<file path="config.mk">
export PLATFORM = sky130hd
export DESIGN_NAME = harmonic_sum_controller_flat
export DESIGN_NICKNAME = d
export VERILOG_FILES = /design/src/rtl/harmonic_sum_controller_pkg.sv /design/src/rtl/harmonic_sum_controller_if.sv /design/src/rtl/harmonic_sum_controller_watchdog.sv /design/src/rtl/harmonic_sum_controller.sv /design/src/flat_wrapper.sv
export SDC_FILE = /design/constraint.sdc
export NUM_CORES = 1
export LEC_CHECK = 0
export ABC_AREA = 1
export ABC_CLOCK_PERIOD_IN_PS = 4300
export CORE_UTILIZATION = 46
export CTS_CLUSTER_DIAMETER = 60
export CTS_CLUSTER_SIZE = 14
export DETAILED_ROUTE_END_ITERATION = 12
export PLACE_DENSITY = 0.86
export REMOVE_ABC_BUFFERS = 1
export SYNTH_ARGS = -nofsm -noshare
export SYNTH_HDL_FRONTEND = slang
export SYNTH_HIERARCHICAL = 1
export SYNTH_SLANG_ARGS = --single-unit
export TNS_END_PERCENT = 30
</file>
<file path="constraint.sdc">
create_clock -name clk -period 4.3 [get_ports clk]
set_input_delay 0.43 -clock clk [delete_from_list [all_inputs] [get_ports clk]]
set_output_delay 0.43 -clock clk [all_outputs]
set_load 0.05 [all_outputs]
</file>
<file path="src/rtl/harmonic_sum_controller_pkg.sv">
// Shared types and sizing for the harmonic-sum controller.
package harmonic_sum_controller_pkg;

    localparam int N_W     = 5;   // width of the term count n
    localparam int SUM_W   = 20;  // UQ4.16 sum width
    localparam int MAX_N   = 20;  // ROM depth, largest legal n
    localparam int TIMEOUT = 32;  // ACCUM cycles before the watchdog aborts

    typedef enum logic [2:0] {
        S_IDLE,
        S_LOAD,
        S_FETCH,
        S_ACCUM,
        S_LAST,
        S_DONE
    } state_t;

    typedef enum logic [1:0] {
        ERR_OK      = 2'd0,
        ERR_RANGE   = 2'd1,
        ERR_TIMEOUT = 2'd2
    } err_t;

endpackage

</file>
<file path="src/rtl/harmonic_sum_controller_if.sv">
// Job request / result handshake between a client and the controller.
interface harmonic_sum_controller_if #(
    parameter int N_W   = 5,
    parameter int SUM_W = 20
);
    logic             start;
    logic [N_W-1:0]   n_in;
    logic             ready;
    logic [SUM_W-1:0] result;
    logic [1:0]       err;
    logic             result_valid;
    logic             result_ready;

    // Client side: issues jobs and consumes results.
    modport master (
        output start, n_in, result_ready,
        input  ready, result, err, result_valid
    );

    // Controller side.
    modport slave (
        input  start, n_in, result_ready,
        output ready, result, err, result_valid
    );
endinterface

</file>
<file path="src/rtl/harmonic_sum_controller_watchdog.sv">
// Cycle counter that flags when it has been enabled TIMEOUT cycles in a row.
module harmonic_watchdog #(
    parameter int TIMEOUT = 32
) (
    input  logic clk,
    input  logic rst,
    input  logic clr,
    input  logic en,
    output logic done
);
    localparam int WD_W = (TIMEOUT > 2) ? $clog2(TIMEOUT) : 1;

    logic [WD_W-1:0] cnt;

    // Count enabled cycles; hold at the terminal value so the flag cannot wrap away.
    always_ff @(posedge clk) begin
        if (rst || clr)
            cnt <= '0;
        else if (en && !done)
            cnt <= cnt + 1'b1;
    end

    // Terminal flag is high during the TIMEOUT-th enabled cycle.
    assign done = (cnt == WD_W'(TIMEOUT - 1));

endmodule

</file>
<file path="src/rtl/harmonic_sum_controller.sv">
// Sequencer for the harmonic-sum datapath: accepts a job, steps the datapath
// through load/fetch/accumulate, captures the sum and hands it back with an error code.
module harmonic_sum_controller
    import harmonic_sum_controller_pkg::*;
#(
    parameter int P_N_W     = N_W,
    parameter int P_SUM_W   = SUM_W,
    parameter int P_MAX_N   = MAX_N,
    parameter int P_TIMEOUT = TIMEOUT
) (
    input  logic               clk,
    input  logic               rst,
    harmonic_sum_controller_if.slave job,
    output logic [P_N_W-1:0]   dp_n,
    output logic               dp_n_en,
    output logic               dp_count_en,
    output logic               dp_add_en,
    output logic               dp_rst,
    output logic               dp_n_rst,
    input  logic               dp_cmp,
    input  logic [P_SUM_W-1:0] dp_sum
);
    state_t state, state_nxt;
    logic   load_n, cap_sum, set_range, set_tmo;
    logic   wd_done;

    // Watchdog only runs while accumulating; any other state clears it.
    harmonic_watchdog #(.TIMEOUT(P_TIMEOUT)) u_wd (
        .clk  (clk),
        .rst  (rst),
        .clr  (state != S_ACCUM),
        .en   (state == S_ACCUM),
        .done (wd_done)
    );

    // State register.
    always_ff @(posedge clk) begin
        if (rst)
            state <= S_IDLE;
        else
            state <= state_nxt;
    end

    // Next-state decode and one-cycle register-update strobes.
    always_comb begin
        state_nxt = state;
        load_n    = 1'b0;
        cap_sum   = 1'b0;
        set_range = 1'b0;
        set_tmo   = 1'b0;
        case (state)
            S_IDLE: begin
                if (job.start) begin
                    if (job.n_in == '0 || int'(job.n_in) > P_MAX_N) begin
                        set_range = 1'b1;
                        state_nxt = S_DONE;
                    end else begin
                        load_n    = 1'b1;
                        state_nxt = S_LOAD;
                    end
                end
            end
            S_LOAD:  state_nxt = S_FETCH;
            // count==n-1 already true here only when n==1
            S_FETCH: state_nxt = dp_cmp ? S_LAST : S_ACCUM;
            S_ACCUM: begin
                if (dp_cmp) begin
                    state_nxt = S_LAST;
                end else if (wd_done) begin
                    set_tmo   = 1'b1;
                    state_nxt = S_DONE;
                end
            end
            S_LAST: begin
                cap_sum   = 1'b1;
                state_nxt = S_DONE;
            end
            S_DONE:  if (job.result_ready) state_nxt = S_IDLE;
            default: state_nxt = S_IDLE;
        endcase
    end

    // n, result and error registers; dp_sum is only trusted in LAST.
    always_ff @(posedge clk) begin
        if (rst) begin
            dp_n       <= '0;
            job.result <= '0;
            job.err    <= ERR_OK;
        end else begin
            if (load_n)
                dp_n <= job.n_in;
            if (set_range || set_tmo) begin
                job.result <= '0;
                job.err    <= set_range ? ERR_RANGE : ERR_TIMEOUT;
            end else if (cap_sum) begin
                job.result <= dp_sum;
                job.err    <= ERR_OK;
            end
        end
    end

    assign job.ready        = (state == S_IDLE);
    assign job.result_valid = (state == S_DONE);
    assign dp_n_en          = (state == S_LOAD);
    assign dp_count_en      = (state == S_FETCH) || (state == S_ACCUM);
    assign dp_add_en        = (state == S_ACCUM) || (state == S_LAST);
    assign dp_rst           = rst || (state == S_LOAD);
    assign dp_n_rst         = rst;

endmodule
</file>
<file path="src/flat_wrapper.sv">
// flat-port wrapper written by rule: the top's interface ports become plain ports
module harmonic_sum_controller_flat import harmonic_sum_controller_pkg::*;
#(
    parameter int P_N_W     = N_W,
    parameter int P_SUM_W   = SUM_W,
    parameter int P_MAX_N   = MAX_N,
    parameter int P_TIMEOUT = TIMEOUT
)
  (clk, rst, dp_n, dp_n_en, dp_count_en, dp_add_en, dp_rst, dp_n_rst, dp_cmp, dp_sum, job_start, job_n_in, job_result_ready, job_ready, job_result, job_err, job_result_valid);
  harmonic_sum_controller_if job_i ();
  input  logic clk;
  input  logic rst;
  output logic [P_N_W-1:0] dp_n;
  output logic dp_n_en;
  output logic dp_count_en;
  output logic dp_add_en;
  output logic dp_rst;
  output logic dp_n_rst;
  input  logic dp_cmp;
  input  logic [P_SUM_W-1:0] dp_sum;
  input wire logic [$bits(job_i.start)-1:0] job_start;
  input wire logic [$bits(job_i.n_in)-1:0] job_n_in;
  input wire logic [$bits(job_i.result_ready)-1:0] job_result_ready;
  output wire logic [$bits(job_i.ready)-1:0] job_ready;
  output wire logic [$bits(job_i.result)-1:0] job_result;
  output wire logic [$bits(job_i.err)-1:0] job_err;
  output wire logic [$bits(job_i.result_valid)-1:0] job_result_valid;
  assign job_i.start = job_start;
  assign job_i.n_in = job_n_in;
  assign job_i.result_ready = job_result_ready;
  assign job_ready = job_i.ready;
  assign job_result = job_i.result;
  assign job_err = job_i.err;
  assign job_result_valid = job_i.result_valid;
  harmonic_sum_controller #(.P_N_W(P_N_W), .P_SUM_W(P_SUM_W), .P_MAX_N(P_MAX_N), .P_TIMEOUT(P_TIMEOUT)) u_core (.clk(clk), .rst(rst), .job(job_i), .dp_n(dp_n), .dp_n_en(dp_n_en), .dp_count_en(dp_count_en), .dp_add_en(dp_add_en), .dp_rst(dp_rst), .dp_n_rst(dp_n_rst), .dp_cmp(dp_cmp), .dp_sum(dp_sum));
endmodule
</file>
### Word-level counts from Yosys, hierarchy flattened

Index checks and enable logic that the tools add are counted.

| cells by class | value |
|---|---|
| add/sub/neg operators | 1 |
| $lt $le $gt $ge | 1 |
| equal/unequal tests | 10 |
| muxes and demuxes | 20 |
| reductions and logical operators | 13 |

Operators by type and width:

| kind | number |
|---|---|
| $mux 3 | 6 |
| $pmux 3 s6 | 1 |
| $mux 1 | 10 |
| $eq 3x2->1 const B | 2 |
| $eq 3x3->1 const B | 2 |
| $logic_or 1x1->1 | 6 |
| $mux 2 | 3 |
| $ne 3x2->1 const B | 2 |
| $add 5x1->5 const B | 1 |
| $eq 5x5->1 const B | 1 |
| $gt 5x5->1 const B | 1 |
| $logic_not 5->1 | 1 |
| $ne 2x2->1 const B | 2 |
| $eq 3x1->1 const B | 1 |
| $logic_not 3->1 | 1 |
| $reduce_and 3->1 | 1 |
| $reduce_bool 2->1 | 1 |
| $reduce_or 2->1 | 1 |
| $logic_and 1x1->1 | 1 |
| $logic_not 1->1 | 1 |

| word-level totals | value |
|---|---|
| flip-flop bits (word level) | 35 |
| input bits | 30 |
| output and inout port bits | 34 |
| word-level logic and storage cells | 50 |

### Longest topological paths before layout

Gate-level depths: netlist (run 1).

| logic depth | value |
|---|---|
| word-level depth | 7 |
| mapped depth | 10 |
| mapped depth without buffers | 10 |

### By module

The synthesis (run 1) kept the hierarchy.

Modules (own cells, without submodules):

| module | times used | cells each | area each (µm²) | seq. area each (µm²) |
|---|---|---|---|---|
| harmonic_sum_controller | 1 | 174 | 1,325.0 | 600.6 |
| harmonic_watchdog | 1 | 34 | 250.2 | 100.1 |

### Worst setup path after synthesis (run 1)

OpenSTA, ideal clock, no wires.

| timing path | value |
|---|---|
| path type | reg-to-output |
| start point | register u_core.state[0] |
| end point | output dp_rst |
| data arrival time | 1.617 ns |
| required time | 3.870 ns |
| path slack | 2.253 ns |
| stages on the path, launching flop included | 3 |
| buffers on the path | 0 |
| cells stage by stage | dfxtp_1 nand2_1 o21ai_0 |

| between the ends | value |
|---|---|
| longest elaborated chain between the ends | 2 |

Ends and longest elaborated chain:

| element | line | RTL |
|---|---|---|
| start: declaration | harmonic_sum_controller.sv:23 | `state_t state, state_nxt;` |
| start signal: assignment | harmonic_sum_controller.sv:41 | `state <= state_nxt;` |
| $eq 3x1->1 | harmonic_sum_controller.sv:107 | `assign dp_rst = rst \|\| (state == S_LOAD);` |
| $logic_or 1x1->1 | harmonic_sum_controller.sv:107 |  |
| end: declaration | flat_wrapper.sv:17 | `output logic dp_rst;` |

No other way between the ends.

### Worst setup path in the final report (run 1)

| timing path | value |
|---|---|
| start point | input rst |
| end point | output dp_rst |

| between the ends | value |
|---|---|
| longest elaborated chain between the ends | 1 |

Ends and longest elaborated chain:

| element | line | RTL |
|---|---|---|
| start: declaration | flat_wrapper.sv:12 | `input logic rst;` |
| $logic_or 1x1->1 | harmonic_sum_controller.sv:107 |  |

No other way between the ends.

==> results.md, run 1 <==
* Gr usage total at approximately a fifth
* HP Class: register to register
* Filler Cell Count at 283
* Crit path largest cell delay at 0.83 ns
* Max cap viols at 0
* CP top delay family: buffers and inverters
* DR WL/cell at 10.96 um
* CTS Hold Bufs at 0
* Total net switching power at about 0.63 mW
* Layout cells sized above 1 at between 10% and 20%
* DP Wirelength at 2.576 mm
* # diodes at 0
* Initial DRT Pass Iterations at 4
* TritonCTS clock tree: done
* H-tree Lvls at 2
* Starting density of the core at between 40% and 50%
* Status: complete, no violations
* Worst Setup Start Kind: input port
* Arrival time at the worst endpoint at about 2.2 ns
* Sw Ratio at about half
* Wire length of the first global-routing pass at 5.609 mm
* Mapped Cells at between 200 and 250
* Critical Path RT at a little under 4 ns
* #FFs+latches synth at 35
* Post-Route WL at about 3.5 mm
* Root Buffer: clkbuf_4
* Hold path start: u_core/job.result[5]$_SDFFE_PP0P_
* Ys Warns at 6
* Crit Path Max Fanout at 8
* F_max at between 300 and 400 MHz
* Final Skew at 0.009822 ns
* Die span in y at slightly above 60 um
* Cts bufs inserted at 5
* Final Hold Viols at 0
* Hold EP: u_core/job.result[5]$_SDFFE_PP0P_
* Largest net degree at the start of global routing at 25
* Post-route ant nets at 0
* Vias in the first global route at roughly 1.4k
* Area of the mapped netlist at ~0.0016 mm^2
* Cells along the critical path: clkdlybuf4s50_1, inv_1, o21ai_0, clkdlybuf4s50_1
* Ports at 64
* Nets at just over 300
* DR vias at ~1.5k
* Port-buffer cells at 63
* WS Path Type: input port to output port
* Initial antenna violation count at 0
* Post-synth cell types at 23
* Sequential Power Share at about 32%
* Crit path top cell by count: clkdlybuf4s50_1
* Cell Pwr Density at ~580 mW/mm^2
* Post-route minimum period at roughly 2.7 ns
* GRT overflow at 0
* Placer Congestion at approximately 0.89
* Worst hold stages at 2
* DRC at 0
* Clk_lat worst skew at approximately 0.33 ns
* Worst Max-Slew Pin Slew at 0.5616 ns
* TritonCTS Sinks at 35
* Worst-path clk slew at around 0.090 ns
* Placed Cells at between 300 and 400
* Power Internal at ~0.68 mW
* Die area at around 0.0037 mm^2
* Final setup TNS at 0 ns
* Total Power at around 1.3 mW
* WP buf/inv at 3
* Multi-input logic area at between 700 and 800 um^2
* DR vias/cell at approximately 4.7
* Crit path from: rst
* VDD IR max at 0.3019 mV
* Worst-case clock buffer depth at 2
* Final setup violation count at 0
* Endpoint class of the critical path: output port
* Worst r2r dst: u_core/job.result[6]$_SDFFE_PP0P_
* 1st-iter DRT viols at 43
* Postcts setup bufs at 0
* Worst reg2reg startpoint: u_core/u_wd/cnt[0]$_SDFFE_PP0P_
* R2R depth at 7
* Leak at 0.8426 nW
* RSZ-0062 raised after global routing: no
* Sequential share of the synthesized area at between 40% and 50%
* Relative slew slack at roughly 63%
* Area Overhead vs Synth at 43.92%
* CP max-delay cell: clkdlybuf4s50_1
* CTS resizes at 0
* Combinational share of power at a little over half
* Rows at 20
* Max-slew violations at 0
* R2r setup slk at 2.48 ns
* Die X at ~60 um
* Final std cells w/o fill at 317
* FF/Latch Area at 700.7 um^2
* CORE AREA at between 0.003 and 0.004 mm^2
* Clk pwr share at between 10 and 15%
* Syn Area/Cell at about 7.6 um^2
* Final Cycle Share at between 60% and 70%
## kinds of logic (layout without fill, tap and decap cells)
family / Yosys count / count (layout) / share of synthesized area, %
and+or+nand+nor: 107 / 107 / 29.79
buffers and inverters: 26 / 91 / 8.022
adders and majority gates: 2 / 2 / 1.588
DFF: 35 / 35 / 44.48
AOI/OAI and AO/OA: 38 / 38 / 16.12
## state kept, by name, summed over array words and instances (netlist names)
name / flops
u_core/dp_n: 5
u_core/job.err: 2
u_core/job.result: 20
u_core/state: 3
u_core/u_wd/cnt: 5
## stage by stage
stage	util, %	area, um^2	hold WS, ns	setup slack (ns)
finish	71.90	2267	0.4697	1.648
global route	71.90	2267	0.4913	1.582
CTS	71.90	2267	0.4698	1.648
detailed placement	70.20	2213	0.4537	1.659
global placement	70.20	2213	0.4498	1.701
floorplan	-	1520	0.4507	2.253
## layer usage
layer,up-vias,part of all wire (%),global-route usage (%)
li1,785,-,-
met1,661,47,25.03
met2,53,46,35.16
met3,5,6.3,6.823
met4,0,1.2,7.792
met5,-,0,0
## cell usage in the layout (no fill, tap or decap), types with 4 or more instances in the layout
cell type / synthesis / final
nor2_2: 4 / 4
a21oi_2: 15 / 15
nand3_1: 4 / 4
nor2_1: 26 / 26
clkbuf_4: 0 / 5
dfxtp_1: 35 / 35
a21oi_1: 11 / 11
inv_2: 5 / 5
clkdlybuf4s50_1: 0 / 63
o21ai_0: 6 / 6
nand2_1: 63 / 63
inv_1: 14 / 14
## area by class of cell
| cell class | instances | area share (%) |
|---|---|---|
| inverter | 19 | 3.146 |
| clock inverter | 2 | 0.5519 |
| multi-input combinational | 147 | 33.00 |
| timing repair buffer | 64 | 28.15 |
| tap | 44 | 2.428 |
| clock buffer | 6 | 1.821 |
| sequential | 35 | 30.91 |
## worst max path at each step
stage	slack, ns	cells after the start	to
2_1_floorplan	2.25	2	dp_rst
3_3_place_gp	1.70	4	dp_rst
3_5_place_dp	1.66	4	dp_rst
4_1_cts	1.65	4	dp_rst
5_1_grt	1.58	4	dp_rst
6_report	1.65	4	dp_rst
## synth_stat cells
master	count	area [um^2]
nor2_1	26	97.59
o22ai_1	1	6.260
nand4_2	1	12.51
dfxtp_1	35	700.7
buf_6	2	22.52
o221ai_1	1	8.760
nand2_1	63	236.5
ha_1	2	25.02
buf_2	2	10.01
a21oi_1	11	55.05
a21oi_2	15	131.4
nand2_2	3	18.77
nor2_4	2	22.52
inv_2	5	18.77
nand4_1	1	6.260
o21ai_1	3	15.01
nand3_2	3	30.03
nor2_2	4	25.02
buf_4	3	22.52
o21ai_0	6	30.03
inv_1	14	52.55
nand3_1	4	20.02
o21bai_1	1	7.510
## worst reg2reg max path: stages (launching register included)
cell	delay [ns]
dfxtp_1	0.35
ha_1	0.22
inv_1	0.07
nor2_1	0.05
ha_1	0.21
nand3_2	0.11
nand3_2	0.45
a21oi_1	0.29
## power by group through the flow
stage | Sequential, mW | Clock, mW | Combinational (mW)
finish | 0.424 | 0.169 | 0.715
global route | 0.432 | 0.194 | 0.762
CTS | 0.424 | 0.176 | 0.717
detailed placement | 0.430 | 0 | 0.716
global placement | 0.430 | 0 | 0.711
floorplan | 0.578 | 0 | 0.339
Power figures use the tool's default switching activity.
==> run 2: changes to the inputs <==
Settings changed: ABC_CLOCK_PERIOD_IN_PS 4300 to 2600, CORE_UTILIZATION 46 to 42, PLACE_DENSITY 0.86 to 0.79.
Clock period 4.3 ns to 2.6 ns, I/O delays scaled along.
==> run 2 against run 1 <==
Non-clock buffer count rose by 1. Cell area rose by 2.4%. Routed wire length rose by 2.7%. Setup slack got worse by 1.1 ns. Via count fell by 0.60%. Highest routed layer unchanged. First-iteration DRC count rose to 2.7 times the previous value. Critical path type unchanged. Sequential power rose by 65%. Combinational power rose by 65%. Power rose by 79%.
==> results.md, run 2 (synthesis gave the netlist of run 1 again) <==
* Final setup TNS at 0 ns
* Largest net degree at the start of global routing at 25
* Worst Max-Slew Pin Slew at ~0.54 ns
* Port-buffer cells at 63
* Area Overhead vs Synth at 47.34%
* Final Hold Viols at 0
* DR vias/cell at 4.687
* Cells along the critical path: clkdlybuf4s50_1, clkdlybuf4s50_1
* Relative slew slack at between 60% and 70%
* GRT overflow at 0
* # diodes at 0
* Die X at roughly 63 um
* Nets at about 310
* F_max at slightly below 500 MHz
* Leak at roughly 0.87 nW
* Final Cycle Share at 79.23%
* Biggest regs: u_core/job.result (20), u_core/dp_n (5), u_core/u_wd/cnt (5)
* Die area at roughly 0.004 mm^2
* Most flops, register: u_core/job.result
* Post-route ant nets at 0
* Crit Path Max Fanout at 7
* Postcts setup bufs at 0
* Endpoint class of the critical path: output port
* Final std cells w/o fill at between 300 and 400
* RSZ-0062 raised after global routing: no
* DR WL/cell at ~11 um
* DRC at 0
* Critical Path RT at 2.34 ns
* CTS resizes at 0
* Initial DRT Pass Iterations at 4
* FF/Latch Area at 700.7 um^2
* Vias in the first global route at ~1.4k
* Initial antenna violation count at 0
* CTS Hold Bufs at 0
* H-tree Lvls at 2
* CP max-delay cell: clkdlybuf4s50_1
* Status: complete, no violations
* DR vias at 1,495
* Die span in y at 63.24 um
* HP Class: register to register
* Crit path top cell by count: clkdlybuf4s50_1
* Post-route minimum period at between 2 and 2.5 ns
* Max-slew violations at 0
* Ports at 64
* CORE AREA at ~0.0035 mm^2
* Crit path largest cell delay at 0.87 ns
* Root Buffer: clkbuf_8
* Arrival time at the worst endpoint at about 1.8 ns
* Gr usage total at between 10% and 20%
* Starting density of the core at a little under half
* Most common cell after layout, fill and taps aside: nand2_1
* WP buf/inv at 2
* WS Path Type: input port to output port
* 1st-iter DRT viols at around 120
* Max cap viols at 0
* Commonest non-fill, non-tap cells in the layout: 63 x nand2_1, 61 x clkdlybuf4s50_1, 35 x dfxtp_1, 26 x nor2_1, 15 x a21oi_2
* Placer Congestion at between 0.8 and 0.9
* Layout cells sized above 1 at 15.75%
* Filler Cell Count at about 310
* Placed Cells at 312
* Max reg flops at 20
* Final Skew at roughly 0.0029 ns
* Post-Route WL at about 3.6 mm
* TritonCTS Sinks at 35
* Wire length of the first global-routing pass at between 6 and 7 mm
* Worst Setup Start Kind: input port
* Cts bufs inserted at 5
* TritonCTS clock tree: done
* DP Wirelength at 2.576 mm
* CP top delay family: buffers and inverters
* VDD IR max at 0.3809 mV
* Final setup violation count at 0
* Cell Pwr Density at 1007 mW/mm^2
* Worst-path clk slew at 0.06 ns
* Worst-case clock buffer depth at 2
* Rows at 21
* Multi-input logic area at ~750 um^2
* Clk_lat worst skew at approximately 0.28 ns
==> run 2: cell types whose count changed in the layout (fill, tap and decap cells not counted), moves of 2 or more <==
cell,delta
clkbuf_8,+5
clkbuf_4,-5
buf_4,+3
clkdlybuf4s50_1,-2
==> run 2: through the flow <==
stage / hold WS, ns / util [%] / power (mW) / setup WS (ns) / cell area [um^2]
CTS: 0.4646 / 66.92 / 2.359 / 0.5408 / 2321
global placement: 0.4508 / 63.96 / 1.888 / 0.5882 / 2218
finish: 0.4658 / 66.92 / 2.338 / 0.5399 / 2321
global route: 0.4762 / 66.92 / 2.476 / 0.4408 / 2321
detailed placement: 0.4555 / 63.96 / 1.891 / 0.5585 / 2218
floorplan: 0.3291 / - / 1.517 / 0.7231 / 1520
==> run 2: final cells by class <==
cell class	count	area share [%]
Inverter	19	3.073
Clock buffer	6	3.127
Timing Repair Buffer	65	27.60
Sequential cell	35	30.19
Multi-Input combinational cell	147	32.24
Clock inverter	1	1.294
Tap cell	46	2.480
==> run 2: routing by layer <==
| metal | part of all wire (%) | GRT usage [%] |
|---|---|---|
| met2 | 47 | 33.20 |
| met3 | 5.3 | 5.616 |
| met5 | 0 | 0 |
| met1 | 45 | 22.43 |
| met4 | 2.6 | 11.08 |
==> run 2: report_power, final <==
| group | internal [mW] | switching [mW] |
|---|---|---|
| clock network | 0.281 | 0.178 |
| registers | 0.632 | 0.0678 |
| logic | 0.382 | 0.798 |
==> run 2: path summary, 6_finish.rpt <==
| kind | from | endpoint | slack [ns] | cells past startpoint |
|---|---|---|---|---|
| max reg2reg | u_core/u_wd/cnt[0]$_SDFFE_PP0P_ | u_core/job.result[10]$_SDFFE_PP0P_ | 0.95 | 8 |
| max | rst | dp_n_rst | 0.54 | 2 |
| min reg2reg | u_core/job.err[1]$_SDFFE_PP0P_ | u_core/job.err[1]$_SDFFE_PP0P_ | 0.47 | 2 |
| min | u_core/job.err[1]$_SDFFE_PP0P_ | u_core/job.err[1]$_SDFFE_PP0P_ | 0.47 | 2 |
